<file path="src/rtl/seq_shift_pkg.sv">
// Shared types for the sequential shift unit: shift modes and FSM states.
// Build option SEQ_SHIFT_UNIT_ROTATE_EN selects real ROL for mode 2'b11.
package seq_shift_pkg;

  typedef enum logic [1:0] {
    SH_LSL = 2'b00,
    SH_LSR = 2'b01,
    SH_ASR = 2'b10,
    SH_ROL = 2'b11
  } shift_mode_t;

  typedef enum logic [1:0] {
    ST_IDLE = 2'd0,
    ST_BUSY = 2'd1,
    ST_DONE = 2'd2
  } shift_state_t;

endpackage

</file>
<file path="src/rtl/shift_step.sv">
// Purpose: one 1-bit shift step on d according to mode. Latency: combinational.
// Backpressure: none. Rotate leg exists only with SEQ_SHIFT_UNIT_ROTATE_EN.
module shift_step
  import seq_shift_pkg::*;
#(
  parameter int WIDTH = 8
) (
  input  logic [WIDTH-1:0] d,
  input  logic [1:0]       mode,
  output logic [WIDTH-1:0] q,
  output logic             out_bit
);

  always_comb begin
    // LSL is also the fallback, so MODE=11 degrades to LSL without the rotate build
    q       = {d[WIDTH-2:0], 1'b0};
    out_bit = d[WIDTH-1];
    case (shift_mode_t'(mode))
      SH_LSR: begin
        q       = {1'b0, d[WIDTH-1:1]};
        out_bit = d[0];
      end
      SH_ASR: begin
        q       = {d[WIDTH-1], d[WIDTH-1:1]};
        out_bit = d[0];
      end
`ifdef SEQ_SHIFT_UNIT_ROTATE_EN
      SH_ROL: begin
        q       = {d[WIDTH-2:0], d[WIDTH-1]};
        out_bit = d[WIDTH-1];
      end
`endif
      default: ;
    endcase
  end

endmodule

</file>
<file path="src/rtl/seq_shift_unit.sv">
// Purpose: multi-cycle shifter, one bit per clock; macro SEQ_SHIFT_UNIT_ROTATE_EN enables ROL.
// Latency: result valid n+1 cycles after accept; result held in DONE until out_ready.
module seq_shift_unit
  import seq_shift_pkg::*;
#(
  parameter int WIDTH = 8,
  parameter int SHW   = $clog2(WIDTH)
) (
  input  logic             clk,
  input  logic             rst_n,
  input  logic             in_valid,
  output logic             in_ready,
  input  logic [WIDTH-1:0] x,
  input  logic [SHW-1:0]   shift,
  input  logic [1:0]       mode,
  output logic             out_valid,
  input  logic             out_ready,
  output logic [WIDTH-1:0] s,
  output logic             carry
);

  shift_state_t     state_q, state_d;
  logic [SHW-1:0]   count_q;
  logic [1:0]       mode_q;
  logic [WIDTH-1:0] step_q;
  logic             step_bit;
  logic             accept;
  logic             step_en;

  shift_step #(.WIDTH(WIDTH)) u_step (
    .d       (s),
    .mode    (mode_q),
    .q       (step_q),
    .out_bit (step_bit)
  );

  // Handshakes come straight from registered state, never from inputs
  assign in_ready  = (state_q == ST_IDLE);
  assign out_valid = (state_q == ST_DONE);
  assign accept    = in_valid && in_ready;
  assign step_en   = (state_q == ST_BUSY);

  always_ff @(posedge clk or negedge rst_n) begin
    if (!rst_n) begin
      state_q <= ST_IDLE;
    end else begin
      state_q <= state_d;
    end
  end

  always_comb begin
    state_d = state_q;
    case (state_q)
      ST_IDLE: begin
        if (in_valid) begin
          state_d = (shift == '0) ? ST_DONE : ST_BUSY;
        end
      end
      ST_BUSY: begin
        if (count_q == SHW'(1)) begin
          state_d = ST_DONE;
        end
      end
      ST_DONE: begin
        if (out_ready) begin
          state_d = ST_IDLE;
        end
      end
      default: state_d = ST_IDLE;
    endcase
  end

  always_ff @(posedge clk or negedge rst_n) begin
    if (!rst_n) begin
      s       <= '0;
      carry   <= 1'b0;
      count_q <= '0;
      mode_q  <= SH_LSL;
    end else if (accept) begin
      s       <= x;
      carry   <= 1'b0;
      count_q <= shift;
      mode_q  <= mode;
    end else if (step_en) begin
      s       <= step_q;
      carry   <= step_bit;
      count_q <= count_q - SHW'(1);
    end
  end

endmodule

</file>
<file path="config.mk">
export PLATFORM = sky130hd
export DESIGN_NAME = seq_shift_unit
export DESIGN_NICKNAME = d
export VERILOG_FILES = /design/src/rtl/seq_shift_pkg.sv /design/src/rtl/shift_step.sv /design/src/rtl/seq_shift_unit.sv
export SDC_FILE = /design/constraint.sdc
export NUM_CORES = 1
export LEC_CHECK = 0
export ABC_CLOCK_PERIOD_IN_PS = 2000
export BUFFER_PORTS_ARGS = -buffer_cell sky130_fd_sc_hd__buf_2
export CAP_MARGIN = 15
export CELL_PAD_IN_SITES_DETAIL_PLACEMENT = 1
export CELL_PAD_IN_SITES_GLOBAL_PLACEMENT = 1
export CORE_ASPECT_RATIO = 0.9
export CORE_MARGIN = 4
export CORE_UTILIZATION = 37
export CTS_CLUSTER_DIAMETER = 30
export DETAILED_ROUTE_END_ITERATION = 10
export GPL_TIMING_DRIVEN = 0
export PLACE_DENSITY = 0.8
export SLEW_MARGIN = 20
export SYNTH_ARGS = -nofsm -noshare
export SYNTH_HDL_FRONTEND = slang
export SYNTH_SLANG_ARGS = --single-unit
</file>
<file path="constraint.sdc">
create_clock -name clk -period 2 [get_ports clk]
set_input_delay 0.2 -clock clk [delete_from_list [all_inputs] [get_ports clk]]
set_output_delay 0.2 -clock clk [all_outputs]
set_load 0.005 [all_outputs]
</file>
; Word level (Yosys, flattened, before mapping)
; Index checks and enable logic that the tools add are counted.
[totals]
output_inout_bits = 11
elab_cells = 36
register_bits = 16
[classes]
n_eq_ne = 9
n_reduce_logical = 7
mux = 13
addsub = 1
[ops]
columns = operator, count
row1 = 8-bit 2-to-1 mux, 2
row2 = 8-bit one-hot mux with 2 select lines, 1
row3 = 2-bit 2-to-1 mux, 4
row4 = 3-bit 2-to-1 mux, 2
row5 = 2-bit one-hot mux with 3 select lines, 1
row6 = "2-bit by 1-bit equality test with 1-bit output, second input constant", 2
row7 = "2-bit equality test, second input constant", 2
row8 = "2-bit by 1-bit != test with 1-bit output, second input constant", 2
row9 = "2-bit != test, second input constant", 2
row10 = "3-bit by 1-bit equality test with 1-bit output, second input constant", 1
row11 = 3-bit zero test, 1
row12 = 1-bit 2-to-1 mux, 3
row13 = 3-bit AND reduction, 1
row14 = "3-bit by 1-bit subtractor with 3-bit output, second input constant", 1
row15 = 2-bit zero test, 1
row16 = 2-bit AND reduction, 1
row17 = 2-bit nonzero test, 1
row18 = 2-bit OR reduction, 1
row19 = 1-bit logical AND, 1

; Longest topological paths before layout
[logic_depth]
depth_word = 5
ltp_mapped = 6
depth_no_buf = 5

; Modules after synthesis
; Synthesis repeated with hierarchy kept, for this count alone.
[unflattened]
cells_unflattened = 109
hier_area_um2 = 1078.5
[modules_own_cells]
columns = module, cells_each, instances, area_each_um2
row1 = seq_shift_unit, 80, 1, 912.1
row2 = shift_step, 29, 1, 166.4

; Worst setup path before layout
; No wires, ideal clock.
[synth_timing]
path_kind = register -> register
startpoint = register mode_q[0]
endpoint = register s[5]
stages_incl_launch_ff = 7
setup_slack_ns = 0.511
t_arrival_ns = 1.397
setup_ns = 0.092
required_ns = 1.908
period_less_slack_ns = 1.489
path_cell_list = dfrtp_1 inv_1 ha_1 buf_4 o21ba_2 a221oi_1 o31ai_2
[synth_via]
elab_chain_len = 4
elab_cells_between_ends = 5
[synth_rtl]
columns = item, line
row1 = from (decl), seq_shift_unit.sv:24  ; logic [1:0] mode_q;
row2 = from (signal assigned), seq_shift_unit.sv:83  ; mode_q <= mode;
row3 = 2-bit equality test or 2-bit by 1-bit equality test with 1-bit output (tied branches), shift_step.sv:18  ; case (shift_mode_t'(mode))
row4 = 8-bit one-hot mux with 2 select lines (*), shift_step.sv:18
row5 = 8-bit 2-to-1 mux (*), seq_shift_unit.sv:84  ; end else if (step_en) begin
row6 = 8-bit 2-to-1 mux (*), seq_shift_unit.sv:79  ; end else if (accept) begin
row7 = to (signal assigned), seq_shift_unit.sv:85  ; s <= step_q;
row8 = to (decl), seq_shift_unit.sv:18  ; output logic [WIDTH-1:0] s,
; Every way passes the cells marked *; elsewhere a longest branch is shown, timed or not. The select of a mux whose other input is x is not followed.
; A chain may end at the register's enable or synchronous reset.

; Final worst setup path
; Ends and elaborated chain as after synthesis.

==> metrics.yaml <==
route:
  drt-wirelength-per-cell_um: 14.9
  final_antenna_net_count: 0
  drt_iter0_drc: 18
  drt_first_pass_iters: 4
  vias: 852
  wirelength_um: 2360
  drc: 0
  vias_per_cell: 5.39
synth:
  synth_seq_cells: 16
  synth.area.top_cells: "dfrtp_1 42%, a221oi_1 5.5%, ha_1 5.2%"
  synth_cell_types: 29
  synth_top_area_cell: "dfrtp_1"
  syn_area_um2: 955
  synth_edf_count: 0
  yosysWarnings: 0
  synth_fp_nets: 119
  ys_seq_area_share_pct: 41.9
  netlist_instances: 98
  async_flop_share_pct: 100
  yosys.area.top_type_share_pct: 41.9
  synthFlopType: "dfrtp_1"
  avgSynthCellArea_um2: 9.74
sta:
  maxSlewHeadroom_pct: 74.0
  period_share_pct: 83.9
  worst_hold_slack_ns: 0.103
  tightest_slew_ns: 0.391
  finClkSkew_ns: 0.0144
  tns_ns: 0
  rsz0062_at_grt: "no"
  hold_viol: 0
  fmax_mhz: 596
  setup_violations: 0
  finalCriticalPeriod_ns: 1.68
  drv_slew: 0
worst_setup_path:
  regToRegEndpoint: "s[5]$_DFFE_PN0P_"
  cpMaxStageDelayCell: "dfrtp_1"
  cpPeakStageDelay_ns: 0.38
  required_ns: 2.20
  critPathBufInv: 2
  critPathMaxFanout: 9
  crit_path_end_kind: "flop"
  startpoint: "mode_q[0]$_DFFE_PN0P_"
  critPathTopFamily: "compound AO/OA/AOI/OAI gates"
  cp.arrival_ns: 1.88
  cp-start-kind: "flop"
  r2r_cells: 6
  path_cells: "inv_1 -> ha_1 -> buf_4 -> o21ba_2 -> a221oi_1 -> o31ai_2"
  path_class: "flop to flop"
  rr_startpoint: "mode_q[0]$_DFFE_PN0P_"
  regToRegSetupSlack_ns: 0.32
power_and_ir_drop:
  p_leak_nw: 0.556
  vdd_ir_drop_max_uv: 887
  power_density_mw_per_mm2: 1700
clocking:
  cts-root-buf: "clkbuf_4"
  cts_setup_buffers: 0
  cts_tree: "yes"
  ctsLongestPathBuffers: 2
  cts.sinks: 16
  h-tree-depth: 1
  cts.clk_slew.worst_paths_ns: 0.11
  worstSkewPairLatency_ns: 0.30
  numCtsBuffers: 3
global_route:
  grt_pass1_vias: 866
  antenna_found_initial: 0
  grt_first_pass_wirelength_um: 4000
  grt_usage_pct: 15.1
  grt_max_degree: 17
  grt-ovfl-total: 0
placed_design:
  dp_cells: 153
  gp_congestion: 0.781
  portBuffers: 27
  hpwl_um: 1810
floorplanning:
  die_y_um: 56.2
  rows: 17
  coreArea_mm2: 0.00247
  die_area_mm2: 0.00346
  ioPinCount: 28
  start_util_pct: 38.7
  die_w_um: 61.5
min_path:
  hold_path_end: "mode_q[1]$_DFFE_PN0P_"
  hold_path_class: "input port to flop"
  hold-path-cell-count: 3
  worstHoldStart: "mode[1]"
cells_and_area:
  area_growth_pct: 22.7
  fin_cells: 158
  nNetsFinal: 152
  nFillCells: 297
  diodes: 0
  layout-drive-gt1-share_pct: 34.6
job:
  max-cap-violations: 0
run_status:
  status: "finished clean"
==> registers in the layout, summed over array words and instances, names as in the netlist <==
| register | cells |
|---|---|
| carry | 1 |
| count_q | 3 |
| mode_q | 2 |
| s | 8 |
| state_q | 2 |
==> kinds of logic after synthesis <==
logic type	Yosys count	share of synthesized area, %
mux	1	1.05
buf+inv	13	8.78
fa+ha+maj	4	5.24
compound gates	32	25.6
simple gates	32	17.4
flops	16	41.9
==> metrics by stage <==
step | utilization, % | power (mW) | area, µm² | worst slack, ns
after floorplan | - | 1.45 | 955 | 0.511
after global placement | 45.6 | 1.74 | 1120 | 0.377
after detailed placement | 45.6 | 1.79 | 1120 | 0.352
after CTS | 47.5 | 2.02 | 1170 | 0.311
after global routing | 47.5 | 2.19 | 1170 | 0.242
final | 47.5 | 1.99 | 1170 | 0.322
==> worst max-delay path by stage <==
stage | to | depth (start not counted)
2_1_floorplan | s[5]$_DFFE_PN0P_ | 6
3_3_place_gp | s[5]$_DFFE_PN0P_ | 6
3_5_place_dp | s[3]$_DFFE_PN0P_ | 6
4_1_cts | s[5]$_DFFE_PN0P_ | 6
5_1_grt | s[3]$_DFFE_PN0P_ | 6
6_report | s[5]$_DFFE_PN0P_ | 6
==> timing repair <==
item	in CTS	in global routing
gates resized for setup	0	0
hold buffers	1	0
endpoints found under the hold margin	16	0
setup endpoints to repair	0	0
==> layer usage <==
metal / routed length, µm / GRT usage [%] / vias to the layer above
met1: 958 / 17.8 / 412
met4: 9 / 0.909 / 0
li1: - / - / 413
met3: 157 / 5.57 / 2
met2: 1240 / 26.5 / 25
met5: 0 / 0 / -
==> cells in the final DEF (no fill, tap or decap), types with 2 or more instances in the layout <==
cell / n
a21oi_1: 5
a221oi_1: 6
a32oi_1: 2
buf_2: 28
buf_6: 4
clkbuf_4: 3
dfrtp_1: 16
ha_1: 4
inv_1: 7
nand2_1: 12
nand2b_1: 2
nor2_1: 8
nor2b_1: 3
o21ai_0: 8
o31ai_1: 3
o31ai_2: 3
==> cell usage after synthesis (2+ instances only) <==
library cell / number
dfrtp_1: 16
nand2_1: 12
nor2_1: 8
o21ai_0: 8
inv_1: 7
a221oi_1: 6
a21oi_1: 5
buf_6: 4
ha_1: 4
nor2b_1: 3
o31ai_1: 3
o31ai_2: 3
a32oi_1: 2
nand2b_1: 2
==> report_power, final <==
group          switching, mW  internal (mW)  leakage, nW
Combinational          0.590          0.552        0.335
Sequential             0.138          0.485        0.200
Clock                  0.113          0.111       0.0210
==> area by class of cell <==
type	instances	area [µm²]	share of cell area (%)
Buffer	6	57.6	4.91
Inverter	7	26.3	2.24
Timing Repair Buffer	28	145	12.4
Multi-Input combinational cell	69	470	40.2
Tap cell	28	35.0	2.99
Clock buffer	4	36.3	3.10
Sequential cell	16	400	34.2
==> worst register-to-register path: cells and delay by family, from the launching register on <==
family                   cells  cell delay (ns)
AO/OA/AOI/OAI                3             0.68
adder cells (fa/ha/maj)      1             0.29
buffers and inverters        2             0.24
flip-flops                   1             0.38
No activity file was read; power rests on OpenSTA's default activity.
